## src/rtl/multicycle_ctrl.sv

```systemverilog
// Multi-cycle sequencer for the MIPS-subset datapath: fetch/decode/execute/memory/writeback
// over one shared memory port, with a mem_ready handshake on every memory access.
module multicycle_ctrl (
  input  logic       clk,
  input  logic       reset,
  input  logic [5:0] Op,
  input  logic [5:0] Fun,
  input  logic       equal,
  input  logic       sign,
  input  logic       mem_ready,
  output logic       pc_wr,
  output logic       nPC_sel,
  output logic       ir_wr,
  output logic       IorD,
  output logic       MemRd,
  output logic       MemWr,
  output logic       RegWr,
  output logic       RegDst,
  output logic       ExtOp,
  output logic       ALUSrc,
  output logic       MemtoReg,
  output logic [2:0] ALUctr,
  output logic       illegal,
  output logic       instr_done,
  output logic [3:0] state
);

  typedef enum logic [3:0] {
    S_FETCH  = 4'd0,
    S_DECODE = 4'd1,
    S_EXEC_R = 4'd2,
    S_EXEC_I = 4'd3,
    S_ADDR   = 4'd4,
    S_MEM_RD = 4'd5,
    S_MEM_WR = 4'd6,
    S_WB_R   = 4'd7,
    S_WB_I   = 4'd8,
    S_WB_MEM = 4'd9,
    S_BRANCH = 4'd10
  } state_t;

  typedef enum logic [2:0] {
    C_NONE, C_R, C_ADDI, C_LW, C_SW, C_BEQ, C_BNE, C_BGTZ
  } cls_t;

  state_t     state_q, state_d;
  cls_t       cls_q, cls_dec;
  logic [2:0] alu_q, alu_dec;
  logic       taken;

  // Instruction class and R-type ALU op, valid while IR holds the current word
  always_comb begin
    cls_dec = C_NONE;
    alu_dec = 3'd0;
    case (Op)
      6'b000000: begin
        cls_dec = C_R;
        case (Fun)
          6'b100000: alu_dec = 3'd2;
          6'b100001: alu_dec = 3'd4;
          6'b100010: alu_dec = 3'd6;
          6'b100011: alu_dec = 3'd6;
          6'b100100: alu_dec = 3'd0;
          6'b100101: alu_dec = 3'd1;
          6'b000000: alu_dec = 3'd5;
          6'b101010: alu_dec = 3'd3;
          6'b101011: alu_dec = 3'd7;
          default:   cls_dec = C_NONE;
        endcase
      end
      6'b001000: cls_dec = C_ADDI;
      6'b100011: cls_dec = C_LW;
      6'b101011: cls_dec = C_SW;
      6'b000100: cls_dec = C_BEQ;
      6'b000101: cls_dec = C_BNE;
      6'b000111: cls_dec = C_BGTZ;
      default:   cls_dec = C_NONE;
    endcase
  end

  always_ff @(posedge clk) begin
    if (reset) begin
      state_q <= S_FETCH;
      cls_q   <= C_NONE;
      alu_q   <= 3'd0;
    end else begin
      state_q <= state_d;
      if (state_q == S_DECODE) begin
        cls_q <= cls_dec;
        alu_q <= alu_dec;
      end
    end
  end

  assign taken = ((cls_q == C_BEQ)  &  equal) |
                 ((cls_q == C_BNE)  & ~equal) |
                 ((cls_q == C_BGTZ) & ~equal & ~sign);

  always_comb begin
    state_d    = state_q;
    pc_wr      = 1'b0;
    nPC_sel    = 1'b0;
    ir_wr      = 1'b0;
    IorD       = 1'b0;
    MemRd      = 1'b0;
    MemWr      = 1'b0;
    RegWr      = 1'b0;
    RegDst     = 1'b0;
    ExtOp      = 1'b0;
    ALUSrc     = 1'b0;
    MemtoReg   = 1'b0;
    ALUctr     = 3'd0;
    illegal    = 1'b0;
    instr_done = 1'b0;
    case (state_q)
      S_FETCH: begin
        MemRd = 1'b1;
        if (mem_ready) begin
          ir_wr   = 1'b1;
          pc_wr   = 1'b1;
          state_d = S_DECODE;
        end
      end
      S_DECODE: begin
        case (cls_dec)
          C_R:                  state_d = S_EXEC_R;
          C_ADDI:               state_d = S_EXEC_I;
          C_LW, C_SW:           state_d = S_ADDR;
          C_BEQ, C_BNE, C_BGTZ: state_d = S_BRANCH;
          default: begin
            illegal = 1'b1;
            state_d = S_FETCH;
          end
        endcase
      end
      S_EXEC_R, S_WB_R: begin
        RegDst = 1'b1;
        ALUctr = alu_q;
        if (state_q == S_WB_R) begin
          RegWr      = 1'b1;
          instr_done = 1'b1;
          state_d    = S_FETCH;
        end else begin
          state_d    = S_WB_R;
        end
      end
      S_EXEC_I, S_WB_I: begin
        ALUSrc = 1'b1;
        ExtOp  = 1'b1;
        ALUctr = 3'd2;
        if (state_q == S_WB_I) begin
          RegWr      = 1'b1;
          instr_done = 1'b1;
          state_d    = S_FETCH;
        end else begin
          state_d    = S_WB_I;
        end
      end
      S_ADDR: begin
        ALUSrc  = 1'b1;
        ExtOp   = 1'b1;
        ALUctr  = 3'd2;
        state_d = (cls_q == C_SW) ? S_MEM_WR : S_MEM_RD;
      end
      S_MEM_RD: begin
        MemRd  = 1'b1;
        IorD   = 1'b1;
        ALUSrc = 1'b1;
        ExtOp  = 1'b1;
        ALUctr = 3'd2;
        if (mem_ready) state_d = S_WB_MEM;
      end
      S_WB_MEM: begin
        MemtoReg   = 1'b1;
        RegWr      = 1'b1;
        instr_done = 1'b1;
        state_d    = S_FETCH;
      end
      S_MEM_WR: begin
        MemWr  = 1'b1;
        IorD   = 1'b1;
        ALUSrc = 1'b1;
        ExtOp  = 1'b1;
        ALUctr = 3'd2;
        if (mem_ready) begin
          instr_done = 1'b1;
          state_d    = S_FETCH;
        end
      end
      S_BRANCH: begin
        ALUctr     = 3'd6;
        pc_wr      = taken;
        nPC_sel    = taken;
        instr_done = 1'b1;
        state_d    = S_FETCH;
      end
      default: state_d = S_FETCH;
    endcase
    // An instruction caught by reset must leave no architectural side effect
    if (reset) begin
      pc_wr      = 1'b0;
      ir_wr      = 1'b0;
      MemRd      = 1'b0;
      MemWr      = 1'b0;
      RegWr      = 1'b0;
      illegal    = 1'b0;
      instr_done = 1'b0;
    end
  end

  assign state = state_q;

endmodule

```

## config.mk

```make
export PLATFORM = sky130hd
export DESIGN_NAME = multicycle_ctrl
export DESIGN_NICKNAME = d
export VERILOG_FILES = /design/src/rtl/multicycle_ctrl.sv
export SDC_FILE = /design/constraint.sdc
export NUM_CORES = 1
export LEC_CHECK = 0
export CORE_MARGIN = 2
export CORE_UTILIZATION = 46
export DETAILED_ROUTE_END_ITERATION = 7
export GPL_TIMING_DRIVEN = 0
export MAX_ROUTING_LAYER = met4
export PLACE_DENSITY = 0.8
export SYNTH_ARGS = -nofsm -noshare
export SYNTH_HDL_FRONTEND = slang
export SYNTH_SLANG_ARGS = --single-unit
```

## constraint.sdc

```tcl
create_clock -name clk -period 2.75 [get_ports clk]
set_input_delay 0.55 -clock clk [delete_from_list [all_inputs] [get_ports clk]]
set_output_delay 0.55 -clock clk [all_outputs]
set_load 0.1 [all_outputs]
```

# Word-level counts from Yosys, hierarchy flattened
# Index checks and enable logic that the tools add are counted.
totals:
  ff_bits: 10
  inputBits: 17
  out_inout_bits: 20
op_classes:
  n_eq_ne: 38
  muxes: 36
  bitwise_logic: 8
  reduce_logical: 15
ops:
  columns: ["cell", "count"]
  rows:
  - ["6-bit == test (second input constant)", 10]
  - ["3-bit case mux with 7 select lines", 2]
  - ["4-bit case mux with 7 select lines", 1]
  - ["3-bit == test (second input constant)", 8]
  - ["1-bit two-way mux", 21]
  - ["6-bit by 3-bit == test with 1-bit output (second input constant)", 3]
  - ["4-bit by 3-bit == test with 1-bit output (second input constant)", 4]
  - ["4-bit two-way mux", 4]
  - ["4-bit case mux with 4 select lines", 1]
  - ["2-bit OR reduction", 7]
  - ["4-bit == test (second input constant)", 3]
  - ["6-bit logical NOT", 2]
  - ["3-bit case mux with 3 select lines", 1]
  - ["9-bit OR reduction", 1]
  - ["4-bit by 2-bit == test with 1-bit output (second input constant)", 2]
  - ["7-bit OR reduction", 1]
  - ["3-bit by 2-bit == test with 1-bit output (second input constant)", 2]
  - ["6-bit by 4-bit == test with 1-bit output (second input constant)", 1]
  - ["3-bit two-way mux", 2]
  - ["2-bit != test (second input constant)", 3]
  - ["5-bit OR reduction", 1]
  - ["1-bit bitwise AND", 4]
  - ["4-bit by 1-bit == test with 1-bit output (second input constant)", 1]
  - ["4-bit logical NOT", 1]
  - ["other kinds (9)", 11]

# Longest topological paths before layout
logic_depth:
  depth_word: 9
  ltp_mapped: 6
  ltp_nobuf: 4

# Worst setup path after synthesis
# Ideal clock, no wire load.
synth_timing:
  path_type: "flip-flop to output port"
  start: "reg state_q[3], in the netlist state[3]"
  end: "out ALUctr[1]"
  arrival_ns: 4.475
  slack_ns: -2.275
  stages_incl_launch_ff: 4
  path_buffers: 0
  cell_sequence: "dfxtp_1 > nand2b_1 > o32ai_1 > a211o_1"
synth_between:
  elab_chain_len: 3
  elab_cells_between_ends: 11
synth_rtl:
  columns: ["element", "line", "source"]
  rows:
  - ["start, declared", "46", "state_t state_q, state_d;"]
  - ["start signal, assigned", "87", "state_q <= state_d;"]
  - ["4-bit == test, or another cell as far along", "115", "case (state_q)"]
  - ["5-bit OR reduction (no line) or 2-bit OR reduction (tied branches)", null, null]
  - ["3-bit case mux with 3 select lines *", "115", null]
  - ["end, declared", "22", "output logic [2:0] ALUctr,"]
# Every way passes the cells marked *; elsewhere a longest branch is shown, timed or not.

# Final worst setup path
layout_timing:
  start: "in Op[0]"
  end: "out illegal"
layout_between:
  elab_chain_len: 7
  elab_cells_between_ends: 19
layout_rtl:
  columns: ["element", "line", "source"]
  rows:
  - ["start, declared", "6", "input logic [5:0] Op,"]
  - ["6-bit by 3-bit == test with 1-bit output, or another cell as far along", "55", "case (Op)"]
  - ["3-bit case mux with 7 select lines *", "55", null]
  - ["3-bit == test, or another cell as far along", "125", "case (cls_dec)"]
  - ["7-bit OR reduction (no line) *", null, null]
  - ["1-bit two-way mux *", "125", null]
  - ["1-bit two-way mux *", "115", null]
  - ["1-bit two-way mux *", "200", "if (reset) begin"]
  - ["end, declared", "23", "output logic illegal,"]
# Marks and branches as above.

==> impl_metrics.env <==
export IMPL_place_ws_ps=-1100
export IMPL_drive_above_1_share=0.306
export IMPL_dp_cells=213
export IMPL_n_antenna_cell=0
export IMPL_leakagePower_uw=0.000610
export IMPL_clk_path_buf_depth=2
export IMPL_die_w_um=53.1
export IMPL_synthFlopType="dfxtp_1"
export IMPL_syn_area_per_cell_um2=7.35
export IMPL_yosys_area_top_type_share=0.180
export IMPL_worstMarginPinSlew_ps=960
export IMPL_ys_top_cells_by_count="16 x nor2_1, 10 x dfxtp_1, 10 x nand2_1, 9 x a21oi_1, 9 x o21ai_0"
export IMPL_grt_overflow_total=0
export IMPL_synth_edf_count=0
export IMPL_grt_first_pass_wirelength_um=5350
export IMPL_path_clk_slew_ps=70
export IMPL_fmax_ghz=0.360
export IMPL_layoutNonFillerInstCount=221
export IMPL_fp_row_count=17
export IMPL_slew_headroom=0.358
export IMPL_rsz0062_at_grt="yes"
export IMPL_ioPinCount=37
export IMPL_r2r_setup_slack_ps=1030
export IMPL_routed_via_count=1338
export IMPL_cts_made_buffers=3
export IMPL_cts_tree="built"
export IMPL_finalPower_uw=756
export IMPL_power_density_mw_per_mm2=454
export IMPL_start_util=0.492
export IMPL_hpwl_um=2470
export IMPL_yosysWarnings=0
export IMPL_ir_drop_mv=0.346
export IMPL_end_kind="output pin"
export IMPL_fin_area_mm2=0.00166
export IMPL_dieArea_mm2=0.00282
export IMPL_slew_viol_final=0
export IMPL_drv_cap=0
export IMPL_crit_type="primary input to output pin"
export IMPL_fin_ws_ps=-31.2
export IMPL_via_per_inst=6.05
export IMPL_gp_congestion=0.900
export IMPL_multi_input_area_um2=947
export IMPL_cp_max_fo=7
export IMPL_ant_nets=0
export IMPL_dpl_cell_area_mm2=0.00161
export IMPL_ys_top_cells_by_area="dfxtp_1 18%, nor2_1 5.4%, a21oi_1 4.1%"
export IMPL_skew_ps=3.82
export IMPL_seq_area_um2=213
export IMPL_root_buffer="clkbuf_4"
export IMPL_postLayoutCoreUtil=0.738
export IMPL_io_buffer_count=34
export IMPL_grt_pass1_vias=1150
export IMPL_outcome="finished with violations"
export IMPL_critPathRequiredTime_ps=2200
export IMPL_clkLatencyLatePin_ps=270
export IMPL_wl_um=3330
export IMPL_setup_viol=1
export IMPL_violations="setup timing"
export IMPL_clock_sinks=10
export IMPL_syn_cell_area_mm2=0.00111
export IMPL_period_share=1.01
export IMPL_hold_class="flip-flop to flip-flop"
export IMPL_worstSetupStartpointType="primary input"
export IMPL_dr_pass1_iters=4
export IMPL_wl_per_cell_um=15.1
export IMPL_synth_cell_types=53
export IMPL_finalWorstPathRequiredPeriod_ps=2780
export IMPL_h_tree_depth=1
export IMPL_cp_arrival_ps=2230
export IMPL_antenna_found_initial=0
export IMPL_nets=211
export IMPL_yosysMostFrequentCell="nor2_1"
export IMPL_num_fill_cells=178
export IMPL_grt_max_degree=11
export IMPL_groute_usage_overall=0.257
export IMPL_cts_hold_buffers=0
export IMPL_yosysTopAreaCell="dfxtp_1"
export IMPL_syn_num_nets=168
export IMPL_synth_seq_cells=10
export IMPL_async_reset_ff_frac=0
export IMPL_finalHoldViolations=0
export IMPL_syn2layout_area_growth_pct=49.9
export IMPL_synthCells=151
export IMPL_seq_area_frac_synth=0.180
export IMPL_drc=0
export IMPL_dr_first_iter_drc_count=37
export IMPL_die_height_um=53.1
export IMPL_design_core_area_mm2=0.00225
## area by class of cell
type	count	area share
Clock buffer	4	0.0218
Timing Repair Buffer	38	0.205
Buffer	12	0.0459
Sequential cell	10	0.128
Inverter	4	0.00902
Multi-Input combinational cell	125	0.569
Tap cell	28	0.0211
## final timing paths
kind | start | endpoint | cells past startpoint
max | Op[0] | illegal | 6
min | alu_q[0] | alu_q[0] | 2
max reg2reg | state[1] | state[0] | 6
min reg2reg | alu_q[0] | alu_q[0] | 2
## flip-flops by register name (all words and copies together) (netlist names)
name   cells
state      4
alu_q      3
cls_q      3
## through the flow
step                hold slack, ps  setup TNS [ps]
floorplan                      426               0
global placement               445           -4530
detailed placement             451           -4780
CTS                            464            -121
global route                   479           -96.0
finish                         459           -31.2
## timing repair
| action | 4_1_cts | 5_1_grt |
|---|---|---|
| buffers inserted | 0 | 4 |
| pin swaps | 0 | 2 |
| resized for setup | 64 | 17 |
| hold endpoints to repair | 0 | 0 |
| setup endpoints to repair | 16 | 11 |
| gates cloned | 0 | 0 |
## layout by cell type, fill, tap and decap left out, types with 5 or more instances in the layout
cell type and n:
nor3_1 6, o21ai_0 9, or3_1 5, clkdlybuf4s50_1 11
nand2_1 10, dlygate4sd2_1 6, a21oi_1 8, buf_2 6
dfxtp_1 6, buf_6 5, nor2_1 12, clkbuf_4 5
## power by group
group          internal, µW  leakage (µW)  switching (µW)  total, µW
logic                   133      0.000505             329        462
registers               152     0.0000836            6.91        158
clock network          80.4     0.0000210            55.2        136
## critical path: stages
cell and delay, ps:
dlygate4sd2_1 300, or4b_4 590, nor2_2 210, nor2_1 100, a32o_2 300, buf_6 180
## per-layer routing
layer	GRT usage	share of wire
met5	-	0
met1	0.344	0.45
met4	0.0128	0.0045
met2	0.427	0.49
met3	0.0424	0.057
## kinds of logic after synthesis
| group | Yosys count | synth area share |
|---|---|---|
| DFF | 10 | 0.180 |
| buffers and inverters | 16 | 0.0733 |
| and+or+nand+nor | 72 | 0.379 |
| AOI/OAI and AO/OA | 47 | 0.319 |
| adders and majority gates | 1 | 0.00902 |
| xor gates and xnor gates | 5 | 0.0395 |
Power figures use the tool's default switching activity.
